**src/rtl/des_pkg.sv**
```systemverilog
// Shared opcode, ack and state definitions for the DES command controller.
package des_pkg;

  localparam logic [7:0] OP_SET_KEY    = 8'h00;
  localparam logic [7:0] OP_ENC        = 8'h02;
  localparam logic [7:0] OP_DEC        = 8'h03;
  localparam logic [7:0] ACK_KEY_OK    = 8'h00;
  localparam logic [7:0] ACK_ERR_DEF   = 8'hEE;
  localparam logic [7:0] ACK_NOKEY_DEF = 8'hEF;

  typedef enum logic [2:0] {
    ST_IDLE     = 3'd0,
    ST_COLLECT  = 3'd1,
    ST_EXEC     = 3'd2,
    ST_WAIT_DES = 3'd3,
    ST_TX_ACK   = 3'd4,
    ST_TX_DATA  = 3'd5
  } state_e;

  function automatic logic is_valid_op(input logic [7:0] op);
    return (op == OP_SET_KEY) || (op == OP_ENC) || (op == OP_DEC);
  endfunction

endpackage

```
**src/rtl/des_tx_seq.sv**
```systemverilog
// Byte-send sequencer: waits for UART ready, pulses start, waits for done,
// repeating for i_Count bytes; o_Idx selects which byte the parent supplies.
module des_tx_seq
  import des_pkg::*;
(
  input  logic       Clk,
  input  logic       Rst,
  input  logic       i_Go,
  input  logic [3:0] i_Count,
  input  logic [7:0] i_Byte,
  input  logic       i_TxReady,
  input  logic       i_TxDone,
  output logic       o_TxStart,
  output logic [7:0] o_TxData,
  output logic [3:0] o_Idx,
  output logic       o_Done
);

  typedef enum logic [1:0] {
    SQ_IDLE      = 2'd0,
    SQ_WAIT_RDY  = 2'd1,
    SQ_WAIT_DONE = 2'd2
  } seq_e;

  seq_e       seq_reg;
  logic [3:0] count_reg;

  always_ff @(posedge Clk) begin
    if (Rst) begin
      seq_reg   <= SQ_IDLE;
      count_reg <= 4'd0;
      o_TxStart <= 1'b0;
      o_TxData  <= 8'd0;
      o_Idx     <= 4'd0;
      o_Done    <= 1'b0;
    end else begin
      o_TxStart <= 1'b0;
      o_Done    <= 1'b0;
      case (seq_reg)
        SQ_IDLE: begin
          if (i_Go) begin
            o_Idx     <= 4'd0;
            count_reg <= i_Count;
            seq_reg   <= SQ_WAIT_RDY;
          end
        end
        SQ_WAIT_RDY: begin
          if (i_TxReady) begin
            o_TxStart <= 1'b1;
            o_TxData  <= i_Byte;
            seq_reg   <= SQ_WAIT_DONE;
          end
        end
        SQ_WAIT_DONE: begin
          // Done pulses arriving in any other state are stray and ignored.
          if (i_TxDone) begin
            if (o_Idx == count_reg - 4'd1) begin
              o_Done  <= 1'b1;
              o_Idx   <= 4'd0;
              seq_reg <= SQ_IDLE;
            end else begin
              o_Idx   <= o_Idx + 4'd1;
              seq_reg <= SQ_WAIT_RDY;
            end
          end
        end
        default: seq_reg <= SQ_IDLE;
      endcase
    end
  end

endmodule

```
**src/rtl/des_cmd_ctrl.sv**
```systemverilog
// Host command framer: collects opcode + 8 payload bytes, drives the DES core,
// and returns an ack byte plus 8 result bytes for encrypt/decrypt.
module des_cmd_ctrl
  import des_pkg::*;
#(
  parameter int         TIMEOUT_CYC = 1000000,
  parameter logic [7:0] ACK_ERR     = ACK_ERR_DEF,
  parameter logic [7:0] ACK_NOKEY   = ACK_NOKEY_DEF
) (
  input  logic        Clk,
  input  logic        Rst,
  input  logic        i_RxDone,
  input  logic [7:0]  i_RxData,
  input  logic        i_TxReady,
  input  logic        i_TxDone,
  output logic        o_TxStart,
  output logic [7:0]  o_TxData,
  output logic        o_KeyLoad,
  output logic        o_DesStart,
  output logic        o_DesDec,
  output logic [63:0] o_Block,
  input  logic        i_DesDone,
  input  logic [63:0] i_DesOut,
  output logic [7:0]  o_LED
);

  localparam int TMO_W = $clog2(TIMEOUT_CYC + 1);
  localparam logic [TMO_W-1:0] TMO_LAST = TMO_W'(TIMEOUT_CYC - 1);

  state_e           state_reg;
  logic [7:0]       opcode_reg;
  logic [2:0]       byte_cnt_reg;
  logic [TMO_W-1:0] tmo_cnt_reg;
  logic [7:0]       ack_reg;
  logic [63:0]      result_reg;
  logic             has_result_reg;
  logic             key_valid_reg;
  logic             err_sticky_reg;
  logic             tx_go_reg;

  logic [3:0]       tx_idx;
  logic             tx_done;
  logic [7:0]       tx_byte;

  // Index 0 is the ack byte, 1..8 walk the result from its top byte down.
  always_comb begin
    tx_byte = ack_reg;
    for (int i = 1; i <= 8; i++) begin
      if (tx_idx == 4'(i)) tx_byte = result_reg[(8-i)*8 +: 8];
    end
  end

  des_tx_seq u_tx_seq (
    .Clk       (Clk),
    .Rst       (Rst),
    .i_Go      (tx_go_reg),
    .i_Count   (has_result_reg ? 4'd9 : 4'd1),
    .i_Byte    (tx_byte),
    .i_TxReady (i_TxReady),
    .i_TxDone  (i_TxDone),
    .o_TxStart (o_TxStart),
    .o_TxData  (o_TxData),
    .o_Idx     (tx_idx),
    .o_Done    (tx_done)
  );

  always_ff @(posedge Clk) begin
    if (Rst) begin
      state_reg      <= ST_IDLE;
      opcode_reg     <= 8'd0;
      byte_cnt_reg   <= 3'd0;
      tmo_cnt_reg    <= '0;
      ack_reg        <= 8'd0;
      result_reg     <= 64'd0;
      has_result_reg <= 1'b0;
      key_valid_reg  <= 1'b0;
      err_sticky_reg <= 1'b0;
      tx_go_reg      <= 1'b0;
      o_KeyLoad      <= 1'b0;
      o_DesStart     <= 1'b0;
      o_DesDec       <= 1'b0;
      o_Block        <= 64'd0;
    end else begin
      o_KeyLoad  <= 1'b0;
      o_DesStart <= 1'b0;
      tx_go_reg  <= 1'b0;
      case (state_reg)
        ST_IDLE: begin
          if (i_RxDone) begin
            if (is_valid_op(i_RxData)) begin
              opcode_reg   <= i_RxData;
              o_Block      <= 64'd0;
              byte_cnt_reg <= 3'd0;
              tmo_cnt_reg  <= '0;
              state_reg    <= ST_COLLECT;
            end else begin
              ack_reg        <= ACK_ERR;
              err_sticky_reg <= 1'b1;
              has_result_reg <= 1'b0;
              tx_go_reg      <= 1'b1;
              state_reg      <= ST_TX_ACK;
            end
          end
        end
        ST_COLLECT: begin
          // A byte landing on the terminal count still wins.
          if (i_RxDone) begin
            o_Block      <= {o_Block[55:0], i_RxData};
            byte_cnt_reg <= byte_cnt_reg + 3'd1;
            tmo_cnt_reg  <= '0;
            if (byte_cnt_reg == 3'd7) state_reg <= ST_EXEC;
          end else if (tmo_cnt_reg == TMO_LAST) begin
            o_Block        <= 64'd0;
            ack_reg        <= ACK_ERR;
            err_sticky_reg <= 1'b1;
            has_result_reg <= 1'b0;
            tx_go_reg      <= 1'b1;
            state_reg      <= ST_TX_ACK;
          end else begin
            tmo_cnt_reg <= tmo_cnt_reg + 1'b1;
          end
        end
        ST_EXEC: begin
          if (opcode_reg == OP_SET_KEY) begin
            o_KeyLoad      <= 1'b1;
            key_valid_reg  <= 1'b1;
            ack_reg        <= ACK_KEY_OK;
            has_result_reg <= 1'b0;
            tx_go_reg      <= 1'b1;
            state_reg      <= ST_TX_ACK;
          end else if (!key_valid_reg) begin
            ack_reg        <= ACK_NOKEY;
            err_sticky_reg <= 1'b1;
            has_result_reg <= 1'b0;
            tx_go_reg      <= 1'b1;
            state_reg      <= ST_TX_ACK;
          end else begin
            o_DesStart <= 1'b1;
            o_DesDec   <= opcode_reg[0];
            state_reg  <= ST_WAIT_DES;
          end
        end
        ST_WAIT_DES: begin
          if (i_DesDone) begin
            result_reg     <= i_DesOut;
            ack_reg        <= opcode_reg;
            has_result_reg <= 1'b1;
            tx_go_reg      <= 1'b1;
            state_reg      <= ST_TX_ACK;
          end
        end
        ST_TX_ACK: begin
          if (tx_done)            state_reg <= ST_IDLE;
          else if (tx_idx != 4'd0) state_reg <= ST_TX_DATA;
        end
        ST_TX_DATA: begin
          if (tx_done) state_reg <= ST_IDLE;
        end
        default: state_reg <= ST_IDLE;
      endcase
    end
  end

  assign o_LED = {key_valid_reg, err_sticky_reg, 3'b000, state_reg};

endmodule

```
**config.mk**
```make
export PLATFORM = sky130hd
export DESIGN_NAME = des_cmd_ctrl
export DESIGN_NICKNAME = d
export VERILOG_FILES = /design/src/rtl/des_pkg.sv /design/src/rtl/des_tx_seq.sv /design/src/rtl/des_cmd_ctrl.sv
export SDC_FILE = /design/constraint.sdc
export NUM_CORES = 1
export LEC_CHECK = 0
export CAP_MARGIN = 20
export CORE_MARGIN = 4
export CORE_UTILIZATION = 55
export DETAILED_ROUTE_END_ITERATION = 12
export PLACE_DENSITY = 0.86
export SLEW_MARGIN = 40
export SYNTH_ARGS = -nofsm -noshare
export SYNTH_HDL_FRONTEND = slang
export SYNTH_HIERARCHICAL = 1
export SYNTH_SLANG_ARGS = --single-unit
```
**constraint.sdc**
```tcl
create_clock -name Clk -period 4.34 [get_ports Clk]
set_input_delay 1.302 -clock Clk [delete_from_list [all_inputs] [get_ports Clk]]
set_output_delay 1.302 -clock Clk [all_outputs]
set_load 0.005 [all_outputs]
```
# [Yosys cells after proc, flatten, opt, wreduce, memory -nomap -nowiden]
# Index checks and enable logic that the tools add are counted.
[totals] reg_bits=197 input_bits=78 out_inout_bits=84
[classes] addsub=4 n_eq_ne=38 n_mux=79 bitwise_logic=5 n_reduce_logical=29
[ops] cell="$mux 64" count=4
[ops] cell="$pmux 64 s2" count=1
[ops] cell="$mux 8" count=15
[ops] cell="$mux 20" count=4
[ops] cell="$mux 3" count=14
[ops] cell="$pmux 20 s2" count=1
[ops] cell="$pmux 8 s4" count=1
[ops] cell="$mux 1" count=25
[ops] cell="$ne 2x2->1 const B" count=12
[ops] cell="$add 20x1->20 const B" count=1
[ops] cell="$eq 20x20->1 const B" count=1
[ops] cell="$pmux 3 s6" count=1
[ops] cell="$eq 4x3->1 const B" count=4
[ops] cell="$eq 8x2->1 const B" count=2
[ops] cell="$logic_not 8->1" count=2
[ops] cell="$mux 4" count=4
[ops] cell="$reduce_and 7->1" count=2
[ops] cell="$ne 3x3->1 const B" count=4
[ops] cell="$reduce_and 3->1" count=4
[ops] cell="$reduce_and 4->1" count=3
[ops] cell="$eq 3x3->1 const B" count=3
[ops] cell="$eq 4x2->1 const B" count=2
[ops] cell="$pmux 1 s4" count=2
[ops] cell="$pmux 4 s2" count=1
[ops] cell="27 further kinds" count=42

# [Depth between registers and ports, before layout]
[logic_depth] word_depth=9 mapped_depth=9

# [By module]
# Netlist, hierarchy kept.
[by_module_without_submodules] module="des_cmd_ctrl" instances=1 cells_per_inst=933 area_each_um2=7611.0 seq_area_each_um2=3543.4
[by_module_without_submodules] module="des_tx_seq" instances=1 cells_per_inst=99 area_each_um2=917.1 seq_area_each_um2=400.4

# [Least setup slack after synthesis]
# OpenSTA, ideal clock, no wires.
[synth_timing] path_type="input to register" from="input i_RxData[2]" to="register opcode_reg[0]" setup_ns=0.128 t_arrival_ns=2.977 required_time_ns=4.212 slack_ns=1.236 cell_stages=6 n_path_buf=1 cell_sequence="or4_4 > or4_4 > or3_1 > buf_2 > mux2i_1 > nor2_1"
[synth_via] elab_chain_cells=4
[synth_lines] element="start: declaration" line_no="des_cmd_ctrl.sv:13" text="input logic [7:0] i_RxData,"
[synth_lines] element="$eq 8x2->1 / $logic_not 8->1 (equally long branches)" line_no="des_pkg.sv:21" text="return (op == OP_SET_KEY) || (op == OP_ENC) || (op == OP_DEC);"
[synth_lines] element="$logic_or 1x1->1" line_no="des_pkg.sv:21"
[synth_lines] element="$logic_or 1x1->1 *" line_no="des_pkg.sv:21"
[synth_lines] element="$reduce_and 3->1 (no line) *"
[synth_lines] element="end signal: assignment" line_no="des_cmd_ctrl.sv:91" text="opcode_reg <= i_RxData;"
[synth_lines] element="end: declaration" line_no="des_cmd_ctrl.sv:31" text="logic [7:0] opcode_reg;"
# Mark *: on every way between the ends. The rest lies on a longest branch, timed or not.
# A chain may end at the register's enable or synchronous reset.

# [Worst setup path in the final report]
[layout_timing] from="input i_RxData[2]" to="register tmo_cnt_reg[15]"
[layout_via] elab_chain_cells=5
[layout_lines] element="$eq 8x2->1 / $logic_not 8->1 (equally long branches)" line_no="des_pkg.sv:21"
[layout_lines] element="$logic_or 1x1->1" line_no="des_pkg.sv:21"
[layout_lines] element="$logic_or 1x1->1 *" line_no="des_pkg.sv:21"
[layout_lines] element="$ne 2x2->1 (no line) *"
[layout_lines] element="$reduce_and 4->1 (no line) *"
[layout_lines] element="end signal: assignment" line_no="des_cmd_ctrl.sv:120" text="tmo_cnt_reg <= tmo_cnt_reg + 1'b1;"
[layout_lines] element="end: declaration" line_no="des_cmd_ctrl.sv:33" text="logic [TMO_W-1:0] tmo_cnt_reg;"
# Marks and branches as above.

==> flow_summary_export.csv <==
group,metric,value,unit
worst_setup_path,path_max_fanout,34,
yosys,mappedNetlistArea,8530,sq um
power_and_ir_drop,p_leak,3.68,nW
global_routing,grt_pass1_vias,7719,
yosys,syn_area_per_cell,8.26,sq um
placed_design,globalplace.congestion,0.925,
clock_network,clk_pin_slew,70,ps
yosys,ys_seq_elements,197,
sta,max_clock_freq,0.301,GHz
power_and_ir_drop,p_seq_frac,0.451,
global_routing,antenna_found_initial,0,
clock_network,cts_resized,0,
yosys,yosysTopAreaCell,"dfxtp_1",
layout,syn2layout_area_growth,26.5,%
sta,post-route-period-util,0.767,
sta,fin_setup_tns,0,ps
clock_network,cts_tree,"done",
worst_setup_path,critical_path_class,"in2reg",
power_and_ir_drop,power_switching,1.26,mW
power_and_ir_drop,powerDensity,403,nW/um^2
floorplanning,fp.dieH,133,um
yosys,synth_top_area_frac,0.462,
sta,fin_skew,10.8,ps
sta,setup_violations,0,
sta,finalWorstSetupSlack,1010,ps
power_and_ir_drop,p_clk_frac,0.379,
worst_setup_path,worst_setup_path_end_kind,"register",
drt,drt-wirelength-per-cell,17.6,um
yosys,ys_top_cells_by_area,"dfxtp_1, nand2_1, a21oi_1",
floorplanning,initial_core_util,0.561,
worst_setup_path,arrival,3690,ps
sta,hold_viol_final,0,
floorplanning,die_x,133,um
layout,num-nets-final,1235,
power_and_ir_drop,switching_share,0.291,
layout,drive_gt1_frac,0.0687,
yosys,synth_flop_cell,"dfxtp_1",
floorplanning,rows,45,
drt,wl,23.8,mm
sta,rsz0062_at_grt,"no",
clock_network,hold_buffers,0,
clock_network,cts_buffer_depth,2,
floorplanning,boundaryPins,162,
floorplanning,core-area,15200,sq um
sta,relSlewSlack,0.477,
drt,via_per_inst,6.01,
layout,diodes,0,
worst_hold_path,min_path_type,"reg2reg",
power_and_ir_drop,p_int,3.08,mW
status,outcome,"finished clean",
drt,ant_nets,0,
clock_network,cts_setup_buffers,0,
yosys,synth_warnings,6,
placed_design,dp_hpwl,16.5,mm
drt,vias,8127,
clock_network,htree_levels,4,
yosys,synth_edf_count,0,
power_and_ir_drop,pwr-share-comb,0.171,
yosys,ys_types,73,
clock_network,clk-insertion-delay-late,440,ps
clock_network,cts_num_sinks,197,
drt,first_pass_iters,6,
worst_hold_path,worstHoldPathCells,2,
clock_network,root_buffer,"clkbuf_16",
global_routing,grt_start_max_net_pins,64,
sta,min_period,3330,ps
sta,tightest_slew,784,ps
yosys,synthArstFlopShare,0,
drt,drtIter0Drc,911,
placed_design,dp_slack,562,ps
global_routing,track_usage,0.264,
worst_setup_path,start_kind,"primary input",
floorplanning,dieArea,17600,sq um
yosys,netlist_instances,1032,
power_and_ir_drop,ir_drop,0.357,mV
sta,drv_slew,0,
placed_design,numPortBuffers,158,
global_routing,grt_first_pass_wirelength,38.2,mm
drt,drc,0,
yosys,yosysSeqAreaShare,0.462,
clock_network,numCtsBuffers,17,
run,drv_cap,0,
global_routing,globalRouteOverflowTotal,0,
worst_setup_path,cp_data_required_time,4700,ps
worst_setup_path,reg2reg_depth,8,
stage by stage:
step                cell area, sq um  power, mW   util  std cells  hold WS [ps]
CTS                            10800       4.34  0.709       1351           456
global placement               10200       2.71  0.668       1320           440
floorplan                       8540       2.47      -       1036           432
detailed placement             10200       2.72  0.669       1320           445
global route                   10800       4.51  0.709       1352           476
finish                         10800       4.34  0.709       1352           454
power by group through the flow:
stage          Sequential [mW]  Combinational (mW)  Clock (mW)
4_1_cts                   1.95               0.734        1.66
2_1_floorplan             1.95               0.514           0
5_1_grt                   1.97               0.805        1.74
3_3_place_gp              1.99               0.718           0
6_report                  1.96               0.741        1.64
3_5_place_dp              2.00               0.725           0
Yosys cell counts, types with 10 or more instances:
library cell / n
o31ai_1: 10
nor4_1: 10
o21ai_0: 36
nor2_1: 52
nand3_1: 24
inv_1: 23
or4_1: 11
nand2b_1: 13
mux2i_1: 21
a21oi_1: 100
dfxtp_1: 197
nand2_1: 226
clkbuf_1: 57
o22ai_1: 56
per-layer routing:
layer	GRT usage	up-vias	part of all wire
met5	0	-	0
met4	0.104	0	0.029
met3	0.0951	51	0.097
met2	0.440	359	0.49
met1	0.311	3810	0.38
li1	-	3907	-
kinds of logic after synthesis:
| kind of cell | after synthesis | share of synthesized area |
|---|---|---|
| muxes | 28 | 0.0339 |
| DFF | 197 | 0.462 |
| xor gates and xnor gates | 5 | 0.00763 |
| other | 2 | 0.000881 |
| AOI/OAI and AO/OA | 285 | 0.212 |
| adders and majority gates | 5 | 0.00734 |
| buffers and inverters | 104 | 0.0534 |
| and+or+nand+nor | 406 | 0.223 |
area by class of cell:
| type | instances | area [sq um] |
|---|---|---|
| Fill cell | 1174 | 4420 |
| Multi-Input combinational cell | 735 | 4160 |
| Sequential cell | 197 | 3940 |
| Timing Repair Buffer | 176 | 1740 |
| Clock buffer | 17 | 425 |
| Tap cell | 188 | 235 |
| Clock inverter | 14 | 183 |
| Inverter | 25 | 93.8 |
worst paths after layout:
path	endpoint	from	slack (ps)
hold / removal	result_reg[11]	result_reg[11]	450
setup / recovery	tmo_cnt_reg[15]	i_RxData[2]	1010
setup reg to reg	o_Block[26]	tmo_cnt_reg[0]	1790
hold reg to reg	result_reg[11]	result_reg[11]	450
worst max-delay path, stage by stage:
cell and delay (ps):
clkdlybuf4s50_1 430, or4_4 590, o41ai_4 330, nand2b_4 280, or4_1 580, a21boi_1 160
placed cells by master, fill, tap and decap left out, drive strengths merged, types with 6 or more instances in the layout:
cell type	instances
nor2	53
nor2b	9
a22oi	9
nand2	226
dfxtp	197
a21oi	100
o21ai	37
clkbuf	17
a21boi	8
mux2i	21
inv	35
clkdlybuf4s50	157
nor4	10
o31ai	10
o32ai	8
conb	6
o22ai	56
or4	14
o211ai	7
buf	19
and3	9
nor3	11
a221oi	6
nand2b	14
mux2	7
nand4	9
o2111ai	6
nand3	25
Power figures use the tool's default switching activity.
